==> src/rtl/c_adder.sv <==
// Registered unsigned adder built from a two-level carry-lookahead tree.
// Each 4-bit group exports its generate/propagate pair, and a second-level
// lookahead unit turns those pairs into the group carry-ins.
module c_adder #(
    parameter int WIDTH = 16
) (
    input  logic             clk,
    input  logic             rst_n,
    input  logic [WIDTH-1:0] a,
    input  logic [WIDTH-1:0] b,
    output logic [WIDTH:0]   sum
);
    localparam int NG = WIDTH / 4;

    generate
        if ((WIDTH % 4) != 0 || WIDTH < 4) begin : g_bad_width
            $error("c_adder: WIDTH must be a multiple of 4 and at least 4");
        end
    endgenerate

    logic [WIDTH-1:0] g;
    logic [WIDTH-1:0] p;
    logic [WIDTH-1:0] c;
    logic [NG-1:0]    gg;
    logic [NG-1:0]    gp;
    logic [NG:0]      gc;
    logic [WIDTH:0]   next_sum;

    // Fully expanded second-level carry into group j: a later group
    // carries in if some earlier group generates and every group in between propagates.
    function automatic logic group_carry(input int j,
                                         input logic [NG-1:0] ggv,
                                         input logic [NG-1:0] gpv);
        logic carry;
        logic term;
        carry = 1'b0;
        for (int k = 0; k < j; k++) begin
            term = ggv[k];
            for (int m = k + 1; m < j; m++) begin
                term = term & gpv[m];
            end
            carry = carry | term;
        end
        return carry;
    endfunction

    always_comb begin
        g = a & b;
        p = a ^ b;
    end

    always_comb begin
        gg = '0;
        gp = '0;
        for (int j = 0; j < NG; j++) begin
            gg[j] = g[4*j+3]
                  | (p[4*j+3] & g[4*j+2])
                  | (p[4*j+3] & p[4*j+2] & g[4*j+1])
                  | (p[4*j+3] & p[4*j+2] & p[4*j+1] & g[4*j]);
            gp[j] = p[4*j+3] & p[4*j+2] & p[4*j+1] & p[4*j];
        end
    end

    // Carry-in to bit 0 is fixed at zero, so group 0 never receives a carry.
    always_comb begin
        gc = '0;
        for (int j = 1; j <= NG; j++) begin
            gc[j] = group_carry(j, gg, gp);
        end
    end

    always_comb begin
        c = '0;
        for (int j = 0; j < NG; j++) begin
            c[4*j]   = gc[j];
            c[4*j+1] = g[4*j] | (p[4*j] & gc[j]);
            c[4*j+2] = g[4*j+1]
                     | (p[4*j+1] & g[4*j])
                     | (p[4*j+1] & p[4*j] & gc[j]);
            c[4*j+3] = g[4*j+2]
                     | (p[4*j+2] & g[4*j+1])
                     | (p[4*j+2] & p[4*j+1] & g[4*j])
                     | (p[4*j+2] & p[4*j+1] & p[4*j] & gc[j]);
        end
    end

    always_comb begin
        next_sum = {gc[NG], p ^ c};
    end

    always_ff @(posedge clk) begin
        if (!rst_n) begin
            sum <= '0;
        end else begin
            sum <= next_sum;
        end
    end
endmodule

==> config.mk <==
export PLATFORM = sky130hd
export DESIGN_NAME = c_adder
export DESIGN_NICKNAME = d
export VERILOG_FILES = /design/src/rtl/c_adder.sv
export SDC_FILE = /design/constraint.sdc
export NUM_CORES = 1
export LEC_CHECK = 0
export ABC_CLOCK_PERIOD_IN_PS = 6450
export CAP_MARGIN = 30
export CELL_PAD_IN_SITES_DETAIL_PLACEMENT = 0
export CELL_PAD_IN_SITES_GLOBAL_PLACEMENT = 1
export CORE_AREA = 4 4 60 73
export CTS_CLUSTER_DIAMETER = 100
export DETAILED_ROUTE_END_ITERATION = 10
export DIE_AREA = 0 0 64 77
export PLACE_DENSITY = 0.86
export SLEW_MARGIN = 25
export SYNTH_ARGS = -nofsm -noshare
export SYNTH_HDL_FRONTEND = slang
export SYNTH_SLANG_ARGS = --single-unit
==> constraint.sdc <==
create_clock -name clk -period 6.45 [get_ports clk]
set_clock_uncertainty 0.05 [all_clocks]
set_input_delay 1.935 -clock clk [delete_from_list [all_inputs] [get_ports clk]]
set_output_delay 1.935 -clock clk [all_outputs]
set_load 0.01 [all_outputs]
==> summary.txt, run 1 <==
status -> finished clean
fillcell total -> 368
Synth Register Bits -> 17
Leak -> 0.7315 nW
hold path startpoint -> b[0]
Detail Placement HPWL -> 2218 um
switching pwr -> 0.09245 mW
sequential fraction of design power -> 37.5%
Area growth syn-to-layout -> 53.16%
synth unique cells -> 35
Max Buffers Root-to-Sink -> 2
Worst Hold Endpoint -> sum[0]$_SDFF_PN0_
# rows -> 24
RSZ-0062 raised after global routing -> false
TritonCTS Buffers -> 3
VDD IR-drop max -> 0.07130 mV
commonest non-fill, non-tap cell in the layout -> clkdlybuf4s50_1
total of max-cap violations -> 0
drt first pass iters -> 4
Pint -> 0.2326 mW
WP data arrival -> 4480 ps
Std-Cell Core Area -> 3633 sq um
worst slew pin tran -> 641.9 ps
final WL -> 2706 um
Tmin final -> 4376 ps
starting density of the core -> 31.10%
first-pass GRT wire length -> 4740 um
initial antenna violation count -> 0
Final Worst Setup Slack -> 2074 ps
CP required -> 6550 ps
synthesized area -> 1130 sq um
combinational power share -> 37.7%
ys flop type -> dfxtp_1
CTS clk-pin slew, worst paths -> 70 ps
vias in the first global route -> 1128
biggest regs -> sum: 17 flops
Port-buffer cells -> 50
synthesized area per cell -> 9.825 sq um
I/O pin count -> 51
register area share after synthesis -> 30.12%
Net Sw Frac -> 28.44%
Largest register FFs -> 17
Vias -> 1015
ys async rst share -> 0%
all-layer global routing usage -> 12.03%
hold path depth -> 3
Pwr per Cell Area -> 187.9 nW/um^2
Crit Path Max Fanout -> 4
max frequency -> 228.5 MHz
CTS root buffer -> clkbuf_8
CP Launch Type -> input pin
synthesized net count -> 169
Seq. cell area -> 340.3 sq um
Final ANT Viol Nets -> 0
largest net degree at the start of global routing -> 23
Die W -> 64 um
via/cell ratio -> 4.635
Post-Layout Cell Count -> 219
Post-synth EDFFs -> 0
post_cts resized -> 0
Slew Limit Fails -> 0
ANT cells -> 0
cell count after synthesis -> 115
final hold vios -> 0
GRT overflow -> 0
Wirelength per Cell -> 12.36 um
H-tree Lvls -> 1
share of cells above drive strength 1 -> 4.790%
postcts setup bufs -> 0
Slew HR -> 57.07%
setup TNS -> 0 ps
Critical Path Sink Type -> flop
GP Congestion -> 0.7801
CTS sink count -> 17
Synth warnings -> 0
nets@finish -> 222
commonest cells after routing, fill and taps aside -> clkdlybuf4s50_1, dfxtp_1, ha_1
CTS Hold Bufs -> 0
critical path class -> input pin to flop
Setup WS pre-CTS -> 1779 ps
Die H -> 77 um
Cells after DPL -> 215
Most flops, register -> sum
Finish-stage setup viols -> 0
TritonCTS clock tree -> done
Multi-input gate area -> 770.7 sq um
HP Class -> input pin to flop
Remaining DRCs -> 0
Die ar. -> 4928 sq um
Initial DRC Count -> 19
Clk network pwr share -> 24.8%
Tcrit/Tclk final -> 67.85%
[layer usage]
metal	global-route usage, %	share of wire, %	vias up
li1	-	-	524
met1	12.63	42	457
met2	21.61	50	32
met3	3.216	7.0	2
met4	5.832	0.89	0
met5	0	0	-
[power by group through the flow]
stage          registers [mW]  clock network, mW  logic (mW)
6_report                0.122             0.0807       0.123
5_1_grt                 0.123             0.0912       0.137
4_1_cts                 0.122             0.0858       0.124
3_5_place_dp            0.125                  0       0.123
3_3_place_gp            0.124                  0       0.122
2_1_floorplan           0.131                  0      0.0565
[how the worst max path moves through the flow]
| stage | startpoint | endpoint | depth (start not counted) |
|---|---|---|---|
| after floorplan | a[2] | sum[13]$_SDFF_PN0_ | 8 |
| after global placement | a[1] | sum[13]$_SDFF_PN0_ | 9 |
| after detailed placement | a[1] | sum[13]$_SDFF_PN0_ | 9 |
| after CTS | a[1] | sum[13]$_SDFF_PN0_ | 9 |
| after global routing | a[1] | sum[13]$_SDFF_PN0_ | 9 |
| final | a[1] | sum[13]$_SDFF_PN0_ | 9 |
[stage by stage]
stage	power [mW]	area [sq um]	util, %	hold WS (ps)
final	0.3251	1730	47.62	2342
after detailed placement	0.2478	1684	46.35	2605
after global placement	0.2461	1684	46.35	2595
after global routing	0.3511	1730	47.62	2404
after floorplan	0.1880	1130	-	2037
after CTS	0.3321	1730	47.62	2339
[cell families (layout without fill, tap and decap cells)]
group	after synthesis	after routing	share of synthesized area, %
simple gates	30	30	14.51
mux	3	3	2.658
buf+inv	4	56	1.661
fa+ha+maj	20	20	24.81
xor+xnor	6	6	4.651
flops	17	17	30.12
compound gates	35	35	21.60
[critical path, cell delays in order]
cell             delay, ps
clkdlybuf4s50_1        450
ha_1                   330
a41o_1                 270
a211oi_2               340
nor3_1                 130
or2_2                  320
fa_1                   390
xor2_1                 160
and2_1                 150
[synthesized netlist by cell type (2+ instances only)]
cell / instances / share of area [%]
o21bai_1: 3 / 2.0
dfxtp_1: 17 / 30
inv_1: 2 / 0.66
nand2b_1: 3 / 1.7
xnor2_1: 2 / 1.6
and2_1: 10 / 5.5
xor2_1: 4 / 3.1
and3_1: 2 / 1.1
nor2_1: 4 / 1.3
o21a_1: 2 / 1.3
fa_1: 4 / 7.1
o21ai_0: 6 / 2.7
ha_1: 16 / 18
mux2i_1: 3 / 2.7
a21o_1: 4 / 2.7
a21oi_1: 7 / 3.1
nand2_1: 6 / 2.0
o211ai_1: 3 / 2.0
[area by class of cell]
| cell class | instances | share of cell area [%] |
|---|---|---|
| well taps | 52 | 3.760 |
| repair buffers | 50 | 28.92 |
| inverters | 2 | 0.4338 |
| clock inverters | 1 | 0.2892 |
| flip-flops and latches | 17 | 19.67 |
| multi-input cells | 94 | 44.54 |
| clock buffers | 3 | 2.386 |
Power figures use the tool's default switching activity.
==> run 2, diff against run 1 <==
- ABC_CLOCK_PERIOD_IN_PS: 6450 -> 3800
- CORE_AREA: 4 4 60 73 -> 4 4 65 78
- DIE_AREA: 0 0 64 77 -> 0 0 69 82
- PLACE_DENSITY: 0.86 -> 0.79
- clock period: 6.45 -> 3.8 ns (I/O delays scaled with it)
==> summary.txt, run 2 (same netlist as run 1, synthesis figures left out) <==
Critical Path Sink Type -> flop
WP data arrival -> 3530 ps (-950 ps)
first-pass GRT wire length -> 4823 um (+1.8%)
Max Buffers Root-to-Sink -> 2 (unchanged)
max frequency -> 291.2 MHz
hold path startpoint -> b[0]
Largest register FFs -> 17 (unchanged)
setup TNS -> 0 ps (unchanged)
Crit Path Max Fanout -> 3 (-1)
Cells after DPL -> 222 (+3.3%)
vias in the first global route -> 1080 (-4.3%)
nets@finish -> 225 (+1.4%)
final hold vios -> 0 (unchanged)
commonest cells after routing, fill and taps aside -> clkdlybuf4s50_1, dfxtp_1, ha_1
hold path depth -> 3 (unchanged)
Final ANT Viol Nets -> 0 (unchanged)
dpl cell area -> 1712 sq um (+1.6%)
Cell Chain, Critical Path -> clkdlybuf4s50_1 -> ha_1 -> a41o_1 -> a211oi_2 -> nor3_1 -> or2_2 -> fa_1 -> xor2_1 -> and2_1
Finish-stage setup viols -> 0 (unchanged)
all-layer global routing usage -> 10.30% (-1.7 points)
Area growth syn-to-layout -> 55.48%
CP required -> 3890 ps (-2660 ps)
Detail Placement HPWL -> 2317 um (+4.4%)
Post-Layout Cell Count -> 226 (+3.2%)
post_cts resized -> 0 (unchanged)
CTS clk-pin slew, worst paths -> 60 ps (about the same)
Worst path slowest cell -> clkdlybuf4s50_1
worst slew pin tran -> 665.4 ps (+23.55 ps)
Initial DRC Count -> 50 (+31)
drt first pass iters -> 4 (unchanged)
status -> finished clean
Wirelength per Cell -> 12.45 um (+0.73%)
I/O pin count -> 51 (unchanged)
Port-buffer cells -> 50 (unchanged)
Tcrit/Tclk final -> 90.38%
HP Class -> input pin to flop
biggest regs -> sum: 17 flops
ANT cells -> 0 (unchanged)
Final Worst Setup Slack -> 365.7 ps (-1708 ps)
critical path class -> input pin to flop
commonest non-fill, non-tap cell in the layout -> clkdlybuf4s50_1
postcts setup bufs -> 0 (unchanged)
final instance area -> 1757 sq um (+1.5%)
largest net degree at the start of global routing -> 23 (unchanged)
CTS root buffer -> clkbuf_8
H-tree Lvls -> 1 (unchanged)
Die H -> 82 um (+6.5%)
share of cells above drive strength 1 -> 5.882% (+1.1 points)
TritonCTS Buffers -> 3 (unchanged)
Slew HR -> 55.50% (-1.6 points)
GP Congestion -> 0.8250 (+5.8%)
CTS sink count -> 17 (unchanged)
Pwr per Cell Area -> 316.5 nW/um^2 (+68%)
CP Launch Type -> input pin
starting density of the core -> 26.31% (-4.8 points)
RSZ-0062 raised after global routing -> false
Tmin final -> 3434 ps
Slew Limit Fails -> 0 (unchanged)
Die ar. -> 5658 sq um (+15%)
Vias -> 1026 (+1.1%)
Worst Hold Endpoint -> sum[0]$_SDFF_PN0_
Setup WS pre-CTS -> 89.01 ps (-1690 ps)
VDD IR-drop max -> 0.1115 mV (+56%)
Remaining DRCs -> 0 (unchanged)
total of max-cap violations -> 0 (unchanged)
Leak -> 0.7431 nW (+1.6%)
GRT overflow -> 0 (unchanged)
# rows -> 26 (+8.3%)
TritonCTS clock tree -> done
final WL -> 2813 um (+4.0%)
initial antenna violation count -> 0 (unchanged)
Die W -> 69 um (+7.8%)
slowest stage delay, CP -> 460 ps (about the same)
Std-Cell Core Area -> 4294 sq um (+18%)
via/cell ratio -> 4.540 (-2.0%)
CTS Hold Bufs -> 0 (unchanged)
Most flops, register -> sum
==> run 2: cell types whose count changed in the layout (fill, tap and decap cells not counted) <==
cell,delta
clkbuf_1,+1
clkinv_2,-1
buf_4,+3
==> run 2: how the worst max path moves through the flow <==
| stage | slack (ps) | cells after the start | endpoint | startpoint |
|---|---|---|---|---|
| 2_1_floorplan | 530 | 8 | sum[13]$_SDFF_PN0_ | a[2] |
| 4_1_cts | 350 | 9 | sum[13]$_SDFF_PN0_ | a[1] |
| 5_1_grt | 240 | 9 | sum[13]$_SDFF_PN0_ | a[1] |
| 6_report | 370 | 9 | sum[13]$_SDFF_PN0_ | a[1] |
| 3_3_place_gp | 120 | 9 | sum[13]$_SDFF_PN0_ | a[1] |
| 3_5_place_dp | 90 | 9 | sum[13]$_SDFF_PN0_ | a[1] |
==> run 2: routing by layer <==
| layer | up-vias | wire, um | track usage (%) |
|---|---|---|---|
| met5 | - | 0 | 0 |
| met1 | 456 | 1250 | 11.90 |
| met3 | 2 | 201 | 2.938 |
| li1 | 530 | - | - |
| met2 | 38 | 1342 | 18.03 |
| met4 | 0 | 19 | 4.102 |
==> run 2: final cells by class <==
cell class | count | area [sq um]
flip-flops and latches | 17 | 340.3
well taps | 56 | 70.07
clock buffers | 4 | 45.04
repair buffers | 53 | 523.0
fillers | 430 | 2537
multi-input cells | 94 | 770.7
inverters | 2 | 7.507
==> run 2: through the flow <==
| stage | hold WS, ps | util [%] | power (mW) |
|---|---|---|---|
| 6_report | 1555 | 40.91 | 0.5559 |
| 5_1_grt | 1581 | 40.91 | 0.5934 |
| 4_1_cts | 1552 | 40.91 | 0.5698 |
| 3_5_place_dp | 1809 | 39.86 | 0.4266 |
| 3_3_place_gp | 1804 | 39.86 | 0.4229 |
| 2_1_floorplan | 1242 | - | 0.3191 |
==> run 2: report_power, final <==
part | internal [mW] | switching (mW) | leakage [nW] | total [mW]
clock | 0.0743 | 0.0612 | 0.0228 | 0.135
sequential | 0.201 | 0.00572 | 0.142 | 0.207
combinational | 0.125 | 0.0888 | 0.579 | 0.214
==> run 2: critical path, delay by kind of cell <==
| family | cells | cell delay, ps |
|---|---|---|
| compound gates | 2 | 500 |
| xor+xnor | 1 | 160 |
| fa+ha+maj | 2 | 710 |
| buf+inv | 1 | 460 |
| simple gates | 3 | 570 |
==> run 3, diff against run 2 <==
--- a/config.mk
+++ b/config.mk
@@ -12,6 +12,5 @@
 export CORE_AREA = 4 4 65 78
-export CTS_CLUSTER_DIAMETER = 100
 export DETAILED_ROUTE_END_ITERATION = 10
 export DIE_AREA = 0 0 69 82
-export PLACE_DENSITY = 0.79
+export PLACE_DENSITY = 0.76
 export SLEW_MARGIN = 25
--- a/constraint.sdc
+++ b/constraint.sdc
@@ -4,2 +4,2 @@
 set_output_delay 1.14 -clock clk [all_outputs]
-set_load 0.01 [all_outputs]
+set_load 0.1 [all_outputs]
==> summary.txt, run 3 (same netlist as run 1, synthesis figures left out) <==
Max Buffers Root-to-Sink -> 2 (unchanged)
I/O pin count -> 51 (unchanged)
Final ANT Viol Nets -> 0 (unchanged)
worst slew pin tran -> 674.6 ps (+9.117 ps)
# rows -> 26 (unchanged)
RSZ-0062 raised after global routing -> false
critical path class -> input pin to flop
CP Buf/Inv Count -> 1 (unchanged)
drt first pass iters -> 4 (unchanged)
Tmin final -> 3438 ps (+4.144 ps)
Die H -> 82 um (unchanged)
Clk network pwr share -> 19.4% (-5.0 points)
total of max-cap violations -> 0 (unchanged)
ANT cells -> 0 (unchanged)
Largest register FFs -> 17 (unchanged)
commonest cells after routing, fill and taps aside -> clkdlybuf4s50_1, buf_4, dfxtp_1
CP Launch Type -> input pin
Finish-stage setup viols -> 0 (unchanged)
Std-Cell Core Area -> 4294 sq um (unchanged)
WP data arrival -> 3530 ps (about the same)
H-tree Lvls -> 1 (unchanged)
dpl cell area -> 1669 sq um (-2.5%)
final WL -> 2728 um (-3.0%)
first-pass GRT wire length -> 4464 um (-7.4%)
vias in the first global route -> 1064 (-1.5%)
postcts setup bufs -> 0 (unchanged)
CTS Hold Bufs -> 0 (unchanged)
CTS clk-pin slew, worst paths -> 60 ps (about the same)
Initial DRC Count -> 39 (-22%)
setup TNS -> 0 ps (unchanged)
VDD IR-drop max -> 0.1251 mV (+12%)
status -> finished clean
Cell Chain, Critical Path -> clkdlybuf4s50_1 -> ha_1 -> a41o_1 -> a211oi_2 -> nor3_1 -> or2_2 -> fa_1 -> xor2_1 -> and2_1
Top delay family on crit path -> adder cells
Wirelength per Cell -> 12.07 um (-3.0%)
max frequency -> 290.8 MHz (-0.12%)
TritonCTS Buffers -> 3 (unchanged)
Slew HR -> 54.89% (-0.61 points)
biggest regs -> sum: 17 flops
hold path startpoint -> b[0]
Remaining DRCs -> 0 (unchanged)
Leak -> 0.7681 nW (+3.4%)
Pwr per Cell Area -> 410.5 nW/um^2 (+30%)
Most flops, register -> sum
CP required -> 3890 ps (about the same)
hold path depth -> 3 (unchanged)
slowest stage delay, CP -> 450 ps (about the same)
Worst path slowest cell -> clkdlybuf4s50_1
Slew Limit Fails -> 0 (unchanged)
CTS root buffer -> clkbuf_8
combinational power share -> 51.1% (+13 points)
initial antenna violation count -> 0 (unchanged)
GP Congestion -> 0.7893 (-4.3%)
fillcell total -> 452 (+5.1%)
final instance area -> 1714 sq um (-2.4%)
Net Sw Frac -> 44.31% (+16 points)
starting density of the core -> 26.31% (unchanged)
commonest non-fill, non-tap cell in the layout -> clkdlybuf4s50_1
post_cts resized -> 0 (unchanged)
all-layer global routing usage -> 9.724% (-0.57 points)
switching pwr -> 0.3118 mW (+100%)
GRT overflow -> 0 (unchanged)
TritonCTS clock tree -> done
via/cell ratio -> 4.549 (+0.19%)
nets@finish -> 225 (unchanged)
Die ar. -> 5658 sq um (unchanged)
Vias -> 1028 (+0.19%)
Area growth syn-to-layout -> 51.72%
share of cells above drive strength 1 -> 15.88% (+10 points)
Detail Placement HPWL -> 2274 um (-1.9%)
largest net degree at the start of global routing -> 23 (unchanged)
Critical Path Sink Type -> flop
Worst Hold Endpoint -> sum[0]$_SDFF_PN0_
Tcrit/Tclk final -> 90.48% (+0.11 points)
Port-buffer cells -> 50 (unchanged)
sequential fraction of design power -> 29.5% (-7.7 points)
HP Class -> input pin to flop
Pint -> 0.3918 mW (-2.1%)
CTS sink count -> 17 (unchanged)
Die W -> 69 um (unchanged)
Crit Path Max Fanout -> 3 (unchanged)
final hold vios -> 0 (unchanged)
## run 3: cell count changes in the layout (fill, tap and decap cells not counted), sizes merged
cell	delta
clkdlybuf4s50	-17
buf	+17
## run 3: layout make-up
class                           count  area, sq um  share of cell area (%)
Multi-Input combinational cell     94        770.7                   44.96
Clock buffer                        4        45.04                   2.628
Tap cell                           56        70.07                   4.088
Inverter                            2        7.507                  0.4380
Timing Repair Buffer               53        480.5                   28.03
Sequential cell                    17        340.3                   19.85
## run 3: worst max-delay path by stage
| stage | start | end | slack (ps) | depth (start not counted) |
|---|---|---|---|---|
| after floorplan | a[2] | sum[13]$_SDFF_PN0_ | 530 | 8 |
| after global placement | a[1] | sum[13]$_SDFF_PN0_ | 120 | 9 |
| after detailed placement | a[1] | sum[13]$_SDFF_PN0_ | 100 | 9 |
| after CTS | a[1] | sum[13]$_SDFF_PN0_ | 360 | 9 |
| after global routing | a[1] | sum[13]$_SDFF_PN0_ | 260 | 9 |
| final | a[1] | sum[13]$_SDFF_PN0_ | 360 | 9 |
## run 3: power groups by stage
stage	sequential [mW]	combinational [mW]	clock (mW)
6_report	0.207	0.360	0.137
5_1_grt	0.210	0.382	0.148
4_1_cts	0.208	0.363	0.144
3_5_place_dp	0.212	0.362	0
3_3_place_gp	0.211	0.360	0
2_1_floorplan	0.378	0.0959	0
## run 3: per-layer routing
| layer | up-vias | global-route usage (%) | routed length, um |
|---|---|---|---|
| met5 | - | 0 | 0 |
| met4 | 0 | 4.297 | 15 |
| met3 | 2 | 2.570 | 183 |
| met2 | 38 | 16.79 | 1289 |
| met1 | 460 | 11.39 | 1239 |
| li1 | 528 | - | - |
## run 3: stage by stage
step | worst slack [ps] | util [%] | hold slack, ps | std cells | total power [mW]
6_report | 361.6 | 39.92 | 1558 | 226 | 0.7036
5_1_grt | 255.9 | 39.92 | 1582 | 226 | 0.7393
4_1_cts | 359.3 | 39.92 | 1557 | 226 | 0.7146
3_5_place_dp | 96.06 | 38.87 | 1586 | 222 | 0.5734
3_3_place_gp | 117.4 | 38.87 | 1587 | 222 | 0.5712
2_1_floorplan | 525.9 | - | 1242 | 115 | 0.4739
## run 3: worst min-delay path, delay by kind of cell
kind | cells | cell delay [ps]
buf+inv | 1 | 460
fa+ha+maj | 1 | 110
simple gates | 1 | 110
